`src/rtl/regfile_wb_sink.sv`:
```
// Architectural register file with two registered read ports, a write-back write port and a
// per-register pending-write scoreboard. Define REGFILE_BYPASS_EN for write-to-read forwarding.
module regfile_wb_sink #(
  parameter int DATA_W   = 16,
  parameter int NUM_REGS = 16,
  parameter int ADDR_W   = 4,
  parameter int PEND_W   = 2
) (
  input  logic              clk,
  input  logic              rst_n,
  input  logic              wr_en,
  input  logic [ADDR_W-1:0] wr_dst,
  input  logic [DATA_W-1:0] wr_data,
  input  logic [ADDR_W-1:0] rd_addr_a,
  input  logic [ADDR_W-1:0] rd_addr_b,
  output logic [DATA_W-1:0] rd_data_a,
  output logic [DATA_W-1:0] rd_data_b,
  input  logic              rsv_en,
  input  logic [ADDR_W-1:0] rsv_dst,
  output logic              rsv_ready,
  output logic              hazard_a,
  output logic              hazard_b,
  output logic              wb_orphan
);

  localparam logic [PEND_W-1:0] PEND_MAX = '1;

  logic [NUM_REGS-1:0][DATA_W-1:0] reg_vals;
  logic [NUM_REGS-1:0][PEND_W-1:0] pend_vals;
  logic                            rsv_accept;
  logic                            orphan_next;
  logic [DATA_W-1:0]               rd_data_a_reg, rd_data_b_reg;
  logic [DATA_W-1:0]               rd_data_a_next, rd_data_b_next;
  logic                            wb_orphan_reg;
  logic                            byp_a, byp_b;
  logic                            retire_a, retire_b;

  // A retiring write-back to a saturated register frees the slot it would otherwise block.
  assign rsv_ready  = !((pend_vals[rsv_dst] == PEND_MAX) && !(wr_en && (wr_dst == rsv_dst)));
  assign rsv_accept = rsv_en & rsv_ready;

  genvar gi;
  generate
    for (gi = 0; gi < NUM_REGS; gi++) begin : g_regs
      if (gi == 0) begin : g_zero
        assign reg_vals[gi]  = '0;
        assign pend_vals[gi] = '0;
      end else begin : g_live
        logic [DATA_W-1:0] value_reg;
        logic [PEND_W-1:0] pend_reg, pend_next;
        logic              wb_hit, rsv_hit;

        assign wb_hit  = wr_en && (wr_dst == ADDR_W'(gi));
        assign rsv_hit = rsv_accept && (rsv_dst == ADDR_W'(gi));

        always_comb begin
          pend_next = pend_reg;
          if (wb_hit && !rsv_hit) begin
            if (pend_reg != '0) pend_next = pend_reg - PEND_W'(1);
          end else if (rsv_hit && !wb_hit) begin
            pend_next = pend_reg + PEND_W'(1);
          end
        end

        always_ff @(posedge clk) begin
          if (!rst_n) begin
            value_reg <= '0;
            pend_reg  <= '0;
          end else begin
            if (wb_hit) value_reg <= wr_data;
            pend_reg <= pend_next;
          end
        end

        assign reg_vals[gi]  = value_reg;
        assign pend_vals[gi] = pend_reg;
      end
    end
  endgenerate

`ifdef REGFILE_BYPASS_EN
  assign byp_a    = wr_en && (wr_dst == rd_addr_a) && (rd_addr_a != '0);
  assign byp_b    = wr_en && (wr_dst == rd_addr_b) && (rd_addr_b != '0);
  assign retire_a = wr_en && (wr_dst == rd_addr_a) && (pend_vals[rd_addr_a] == PEND_W'(1));
  assign retire_b = wr_en && (wr_dst == rd_addr_b) && (pend_vals[rd_addr_b] == PEND_W'(1));
`else
  assign byp_a    = 1'b0;
  assign byp_b    = 1'b0;
  assign retire_a = 1'b0;
  assign retire_b = 1'b0;
`endif

  assign rd_data_a_next = byp_a ? wr_data : reg_vals[rd_addr_a];
  assign rd_data_b_next = byp_b ? wr_data : reg_vals[rd_addr_b];
  assign orphan_next    = wr_en && (wr_dst != '0) && (pend_vals[wr_dst] == '0);

  always_ff @(posedge clk) begin
    if (!rst_n) begin
      rd_data_a_reg <= '0;
      rd_data_b_reg <= '0;
      wb_orphan_reg <= 1'b0;
    end else begin
      rd_data_a_reg <= rd_data_a_next;
      rd_data_b_reg <= rd_data_b_next;
      if (orphan_next) wb_orphan_reg <= 1'b1;
    end
  end

  assign rd_data_a = rd_data_a_reg;
  assign rd_data_b = rd_data_b_reg;
  assign wb_orphan = wb_orphan_reg;
  assign hazard_a  = (rd_addr_a != '0) && (pend_vals[rd_addr_a] != '0) && !retire_a;
  assign hazard_b  = (rd_addr_b != '0) && (pend_vals[rd_addr_b] != '0) && !retire_b;

endmodule

```
`config.mk`:
```
export PLATFORM = sky130hd
export DESIGN_NAME = regfile_wb_sink
export DESIGN_NICKNAME = d
export VERILOG_FILES = /design/src/rtl/regfile_wb_sink.sv
export SDC_FILE = /design/constraint.sdc
export NUM_CORES = 1
export LEC_CHECK = 0
export CAP_MARGIN = 20
export CORE_AREA = 4 4 195 197
export CTS_CLUSTER_DIAMETER = 150
export CTS_CLUSTER_SIZE = 14
export DETAILED_ROUTE_END_ITERATION = 7
export DIE_AREA = 0 0 199 201
export GPL_ROUTABILITY_DRIVEN = 0
export PLACE_DENSITY = 0.73
export REMOVE_ABC_BUFFERS = 1
export SYNTH_ARGS = -nofsm -noshare
export SYNTH_HDL_FRONTEND = slang
export SYNTH_SLANG_ARGS = --single-unit
export TNS_END_PERCENT = 50
```
`constraint.sdc`:
```
create_clock -name clk -period 2.4 [get_ports clk]
set_clock_uncertainty 0.15 [all_clocks]
set_input_delay 0.24 -clock clk [delete_from_list [all_inputs] [get_ports clk]]
set_output_delay 0.24 -clock clk [all_outputs]
set_load 0.1 [all_outputs]
```
==> results of run 1 <==
worst min-delay path, cell delays in order:
cell,delay [ns]
sky130_fd_sc_hd__dlymetal6s2s_1,0.19
sky130_fd_sc_hd__buf_4,0.15
sky130_fd_sc_hd__nor2_1,0.07
sky130_fd_sc_hd__o2111ai_1,0.08
sky130_fd_sc_hd__nand2_1,0.05
area by class of cell:
class | instances | area share (%)
diodes | 1 | 0.0132
clock buffers | 25 | 3.31
clock inverters | 2 | 0.0860
inverters | 2 | 0.0397
multi-input cells | 1268 | 50.3
flip-flops and latches | 303 | 32.4
well taps | 468 | 3.09
repair buffers | 202 | 10.7
cell usage after synthesis, drive strengths merged, types with 2 or more instances:
master,count
or3,5
nor4b,4
or2,4
a21oi,2
mux4,141
o21ai,6
o211ai,22
nor3b,16
dfxtp,303
nand4,9
mux2,35
o2111ai,4
a32o,2
a211oi,2
and4b,8
a31oi,2
nand2b,3
nand2,531
o311ai,2
clkbuf,98
buf,53
nor2b,7
and3,8
xor2,3
inv,2
o2bb2ai,8
a21boi,242
a22o,37
nor2,62
and2,33
nor3,11
nand4b,7
nand3,32
a22oi,5
mux2i,4
metal layers:
layer	GRT usage [%]	wire (um)	up-vias
li1	-	-	6271
met1	34.0	20200	6825
met2	40.3	23800	797
met3	4.01	4960	181
met4	9.65	2530	2
met5	0	14	-
worst max-delay path by stage:
stage	start	cells after the start	to
2_1_floorplan	rd_addr_a[0]	5	hazard_a
3_3_place_gp	rsv_dst[3]	10	g_regs[2].g_live.pend_reg[1]
3_5_place_dp	rsv_dst[3]	9	g_regs[8].g_live.pend_reg[1]
4_1_cts	g_regs[15].g_live.pend_reg[0]	6	rsv_ready
5_1_grt	g_regs[12].g_live.pend_reg[0]	6	rsv_ready
6_report	g_regs[13].g_live.pend_reg[1]	7	hazard_a
cell families after synthesis:
| logic type | synth area share, % |
|---|---|
| and+or+nand+nor | 19.8 |
| AOI/OAI and AO/OA | 16.2 |
| DFF | 37.5 |
| muxes | 22.3 |
| buffers and inverters | 3.93 |
| xor gates and xnor gates | 0.216 |
through the flow:
step	power, uW	cells	util (%)	hold WS, ns	TNS, ns
after detailed placement	6410	2233	49.9	0.317	-6.84
after CTS	10000	2260	51.9	0.172	-0.422
after global routing	10300	2270	52.2	0.159	-0.540
after global placement	6390	2233	49.9	0.305	-2.02
after floorplan	5710	1573	-	0.207	-20.33
final	10000	2271	52.2	0.125	-0.367
power groups by stage:
stage	logic [uW]	clock network [uW]	registers [uW]
5_1_grt	1250	3910	5130
4_1_cts	1170	3750	5130
2_1_floorplan	428	0	5280
6_report	1190	3700	5120
3_3_place_gp	1140	0	5250
3_5_place_dp	1160	0	5250
timing repair:
item	in CTS	in global routing
setup endpoints to repair	3	3
endpoints found under the hold margin	0	0
pin swaps	2	2
setup buffers	0	10
resized for setup	36	12
==> impl_results.md, run 1 <==
- Outcome: complete, but fails checks
- Violations in the final reports: negative setup slack
- Path type of the worst min-delay path: in -> reg
- Hold worst-path end: g_regs[6].g_live.pend_reg[0]
- Number of cells traversed by the worst register-to-register path: 10
- Critical path's slowest cell: sky130_fd_sc_hd__mux4_2
- Fin area: 18900 sq um
- Worst slack, placed: -0.244 ns
- Fraction of synthesized cell area taken by the top area cell type: 37.5%
- Number of clock sinks seen by CTS: 303
- Max-capacitance violation count: 0
- Max FFs per register: 240
- Data required time at the worst endpoint: 2.01 ns
- Stage delay of the slowest cell on the critical path: 0.48 ns
- Wire length of the first global-routing pass: 79500 um
- Total of hold buffers inserted after clock tree synthesis: 0
- Buffer and inverter count on the worst path: 2
- Net switching power: 2590 uW
- Period Utilization, post-route: 106%
- Flops & latches, synth: 303
- TritonRoute pass-1 iters: 5
- Largest net degree at the start of global routing: 118
- Floorplan die height: 201 um
- Dominant delay contributor by cell family on the critical path: multiplexers
- Combined area of the multi-input logic cells: 9530 sq um
- Chain of cells forming the critical path: nor2_1, mux4_2, mux2i_1, nand2_1, o21ai_0, buf_4, buf_12
- Actual slew at the worst max-slew pin: 0.706 ns
- Mean routed wirelength per cell: 22.7 um
- CTS clock-pin slew for the worst setup and hold paths: 0.07 ns
- Worst-case register-to-register setup slack: 0.12 ns
- Count of nets left with antenna violations after detail routing: 0
- Gate count of the mapped netlist: 1724
- Synthesized area per cell: 9.39 sq um
- Crit path setup slack, layout: -0.146 ns
- Antenna violations before repair: 1
- Aggregate global-route resource usage: 25.1%
- Startpoint kind of the worst setup timing path: flop
- Final layout net count: 1838
- Core ar.: 36300 sq um
- Dominant cell type by area after synthesis: sky130_fd_sc_hd__dfxtp_1
- Detailed placer's ending HPWL: 33800 um
- Final worst path period need: 2.55 ns
- Peak ir drop on the vdd network: 0.000395 V
- EDFF count, synth: 0
- Via count of the first global-routing pass: 13800
- Most used cells in the layout excluding fill and tap cells: sky130_fd_sc_hd__nand2_1, sky130_fd_sc_hd__dfxtp_1, sky130_fd_sc_hd__a21boi_0
- Clock network fraction of total power: 36.9%
- Initial Util: 44.6%
- Final Hold Viols: 0
- Leading cell type in the layout, fill and taps excluded: sky130_fd_sc_hd__nand2_1
- Slew Viols, Final: 0
- Worst min-delay path startpoint: rsv_dst[3]
- Switching share of power: 25.9%
- Vias per inst: 6.20
- Dominant register cell in the synthesized netlist: sky130_fd_sc_hd__dfxtp_1
- Critical path capture point type: primary output
- Highest achievable clock rate: 0.393 GHz
- Clock Latency Late Sink: 0.54 ns
- Number of vias in the routed layout: 14100
- Syn-to-layout area delta: 16.9%
- Critical Path Fanout Max: 5
- Num ports: 72
- Cell depth of the worst hold path: 5
- Share of the yosys chip area belonging to registers: 37.5%
- Detailed-route DRC error count: 0
- Detailed router's first-iteration violation count: 1392
- Die ar.: 40000 sq um
- Reg-to-reg endpoint: g_regs[11].g_live.pend_reg[1]
- Sequential cell area: 6130 sq um
- Final setup vio count: 3
- Reg-to-reg critical path startpoint: g_regs[12].g_live.pend_reg[0]
- H-tree depth: 1
- Fill cell total of the finished layout: 3201
- Critical path arrival: 2.16 ns
- Die X-Extent: 199 um
- Power per unit of standard cell area: 529 nW/um^2
- Leakage component of the power: 0.00656 uW
- Share of post-route cells with drive strength above 1: 23.6%
- Relative max-transition margin: 52.8%
- RSZ-0062 raised after global routing: yes
- Detailed-route wire length: 51500 um
- Total clock buffers created by CTS: 25
- Cells taking the most area after synthesis: sky130_fd_sc_hd__dfxtp_1, sky130_fd_sc_hd__mux4_2, sky130_fd_sc_hd__nand2_1
- Deepest clock path buffer count: 3
- Clock tree root buffer cell: sky130_fd_sc_hd__clkbuf_16
- Distinct cell type count of the synthesized netlist: 53
- Placed Instance Area: 18100 sq um
- Area of the mapped netlist: 16200 sq um
- Sequential Power Share: 51.2%
- Total of buffers placed on input and output ports: 71
- Internal power of the cells: 7420 uW
- CTS tree: yes
- Combinational power share: 11.9%
- Fraction of registers with async set/reset: 0%
- Warnings from Yosys: 0
- Setup CP Type: reg -> out
- Congestion Overflow GR: 0
- Number of placement rows: 70
Power figures use the tool's default switching activity.
==> run 2: changes to the inputs <==
- CTS_BUF_LIST: unset -> sky130_fd_sc_hd__clkbuf_2
- CTS_CLUSTER_SIZE: 14 -> unset
==> impl_results.md, run 2 (same netlist as run 1, synthesis figures left out) <==
- Detailed-route DRC error count: 0
- Amount of wire on met2 after detailed routing: 24100 um
- Number of clock sinks seen by CTS: 303
- Largest net degree at the start of global routing: 118
- Max-capacitance violation count: 0
- Aggregate global-route resource usage: 25.7%
- Startpoint kind of the worst setup timing path: flop
- Via count of the first global-routing pass: 14300
- Fill cell total of the finished layout: 3248
- Highest achievable clock rate: 0.339 GHz
- Share of post-route cells with drive strength above 1: 27.4%
- Final setup vio count: 3
- Outcome: complete, but fails checks
- Mean routed wirelength per cell: 21.7 um
- Congestion Overflow GR: 0
- Period Utilization, post-route: 123%
- Critical Path Fanout Max: 8
- Met3 wire len: 5060 um
- Core ar.: 36300 sq um
- Highest routed metal layer: met5
- Die X-Extent: 199 um
- Vias per inst: 6.06
- Most used cells in the layout excluding fill and tap cells: sky130_fd_sc_hd__nand2_1, sky130_fd_sc_hd__dfxtp_1, sky130_fd_sc_hd__a21boi_0
- Violations in the final reports: negative setup slack
- Floorplan die height: 201 um
- Leakage component of the power: 0.00683 uW
- Clock Latency Late Sink: 0.92 ns
- Initial Util: 44.6%
- Sequential cell area: 6130 sq um
- Detailed placer's ending HPWL: 33800 um
- Detailed-route wire length: 51900 um
- Syn-to-layout area delta: 17.8%
- Number of vias in the routed layout: 14500
- RSZ-0062 raised after global routing: yes
- Metal-1 WL: 20500 um
- Final Hold Viols: 0
- Worst Hold Slack: 0.108 ns
- Path type of the worst min-delay path: in -> reg
- Relative max-transition margin: 54.1%
- Count of nets left with antenna violations after detail routing: 0
- Critical path arrival: 2.56 ns
- Wire length of the first global-routing pass: 80900 um
- CTS tree: yes
- Core occupancy in the finished layout: 52.6%
- Num ports: 72
- Leading cell type in the layout, fill and taps excluded: sky130_fd_sc_hd__nand2_1
- Max FFs per register: 240
- Clock tree root buffer cell: sky130_fd_sc_hd__clkbuf_2
- Number of placement rows: 70
- Final layout net count: 1899
- Deepest clock path buffer count: 3
- H-tree depth: 3
- Die ar.: 40000 sq um
- Crit path setup slack, layout: -0.548 ns
- Total of buffers placed on input and output ports: 71
- Critical path capture point type: primary output
- Power per unit of standard cell area: 528 nW/um^2
- Data required time at the worst endpoint: 2.01 ns
- Antenna violations before repair: 3
- Detailed router's first-iteration violation count: 1576
- Slew Viols, Final: 0
- TritonRoute pass-1 iters: 5
- Worst slack, placed: -0.244 ns
- Actual slew at the worst max-slew pin: 0.687 ns
- Final worst path period need: 2.95 ns
- Total clock buffers created by CTS: 82
- Peak ir drop on the vdd network: 0.000308 V
- CTS clock-pin slew for the worst setup and hold paths: 0.10 ns
- Combined area of the multi-input logic cells: 9540 sq um
- Setup CP Type: reg -> out
run 2: routing by layer:
metal,vias up,GRT usage (%)
met3,179,5.42
li1,6470,-
met5,-,0
met1,6996,34.1
met2,831,40.5
met4,2,11.5
run 2: per-stage QoR:
stage | power, uW | TNS [ns] | instance area (sq um) | std cells
floorplan | 5710 | -20.33 | 15600 | 1573
global placement | 6390 | -2.02 | 18100 | 2233
detailed placement | 6410 | -6.84 | 18100 | 2233
CTS | 10100 | -1.75 | 19000 | 2381
global route | 10500 | -1.87 | 19100 | 2390
finish | 10100 | -1.51 | 19100 | 2391
run 2: area by class of cell:
class                      instances  area share, %
sequential                       303           32.1
tap                              468           3.07
multi-input combinational       1268           50.0
clock buffer                     121           3.17
clock inverter                    20          0.715
timing repair buffer             206           10.8
antenna                            3         0.0394
inverter                           2         0.0394
run 2: repair_timing:
item,4_1_cts,5_1_grt
buffers inserted,1,7
endpoints found under the setup margin,3,3
gates cloned,0,0
hold buffers,6,0
pin swaps,2,1
gates resized for setup,36,14
hold endpoints to repair,105,0
run 2: worst paths after layout:
| path | start | end | slack [ns] | cells after the start |
|---|---|---|---|---|
| worst max-delay path | g_regs[2].g_live.pend_reg[0] | hazard_a | -0.55 | 7 |
| worst min-delay path | rd_addr_b[0] | rd_data_b[9] | 0.11 | 4 |
| worst max register to register | g_regs[4].g_live.pend_reg[1] | g_regs[2].g_live.pend_reg[1] | 0.18 | 9 |
| worst min register to register | g_regs[15].g_live.value_reg[11] | g_regs[15].g_live.value_reg[11] | 0.33 | 2 |
run 2: where the power goes:
part | total, uW | internal, uW | switching (uW)
Combinational | 1200 | 504 | 693
Sequential | 5120 | 5070 | 50.1
Clock | 3750 | 1550 | 2200
Total | 10100 | 7130 | 2950
run 2: critical path, cell delays in order, from the launching register on:
cell and delay, ns:
sky130_fd_sc_hd__dfxtp_1 0.41, sky130_fd_sc_hd__or2_2 0.38, sky130_fd_sc_hd__o211ai_1 0.19, sky130_fd_sc_hd__nand2_1 0.07
sky130_fd_sc_hd__o21ai_0 0.18, sky130_fd_sc_hd__o21ai_1 0.08, sky130_fd_sc_hd__buf_4 0.17, sky130_fd_sc_hd__buf_12 0.16
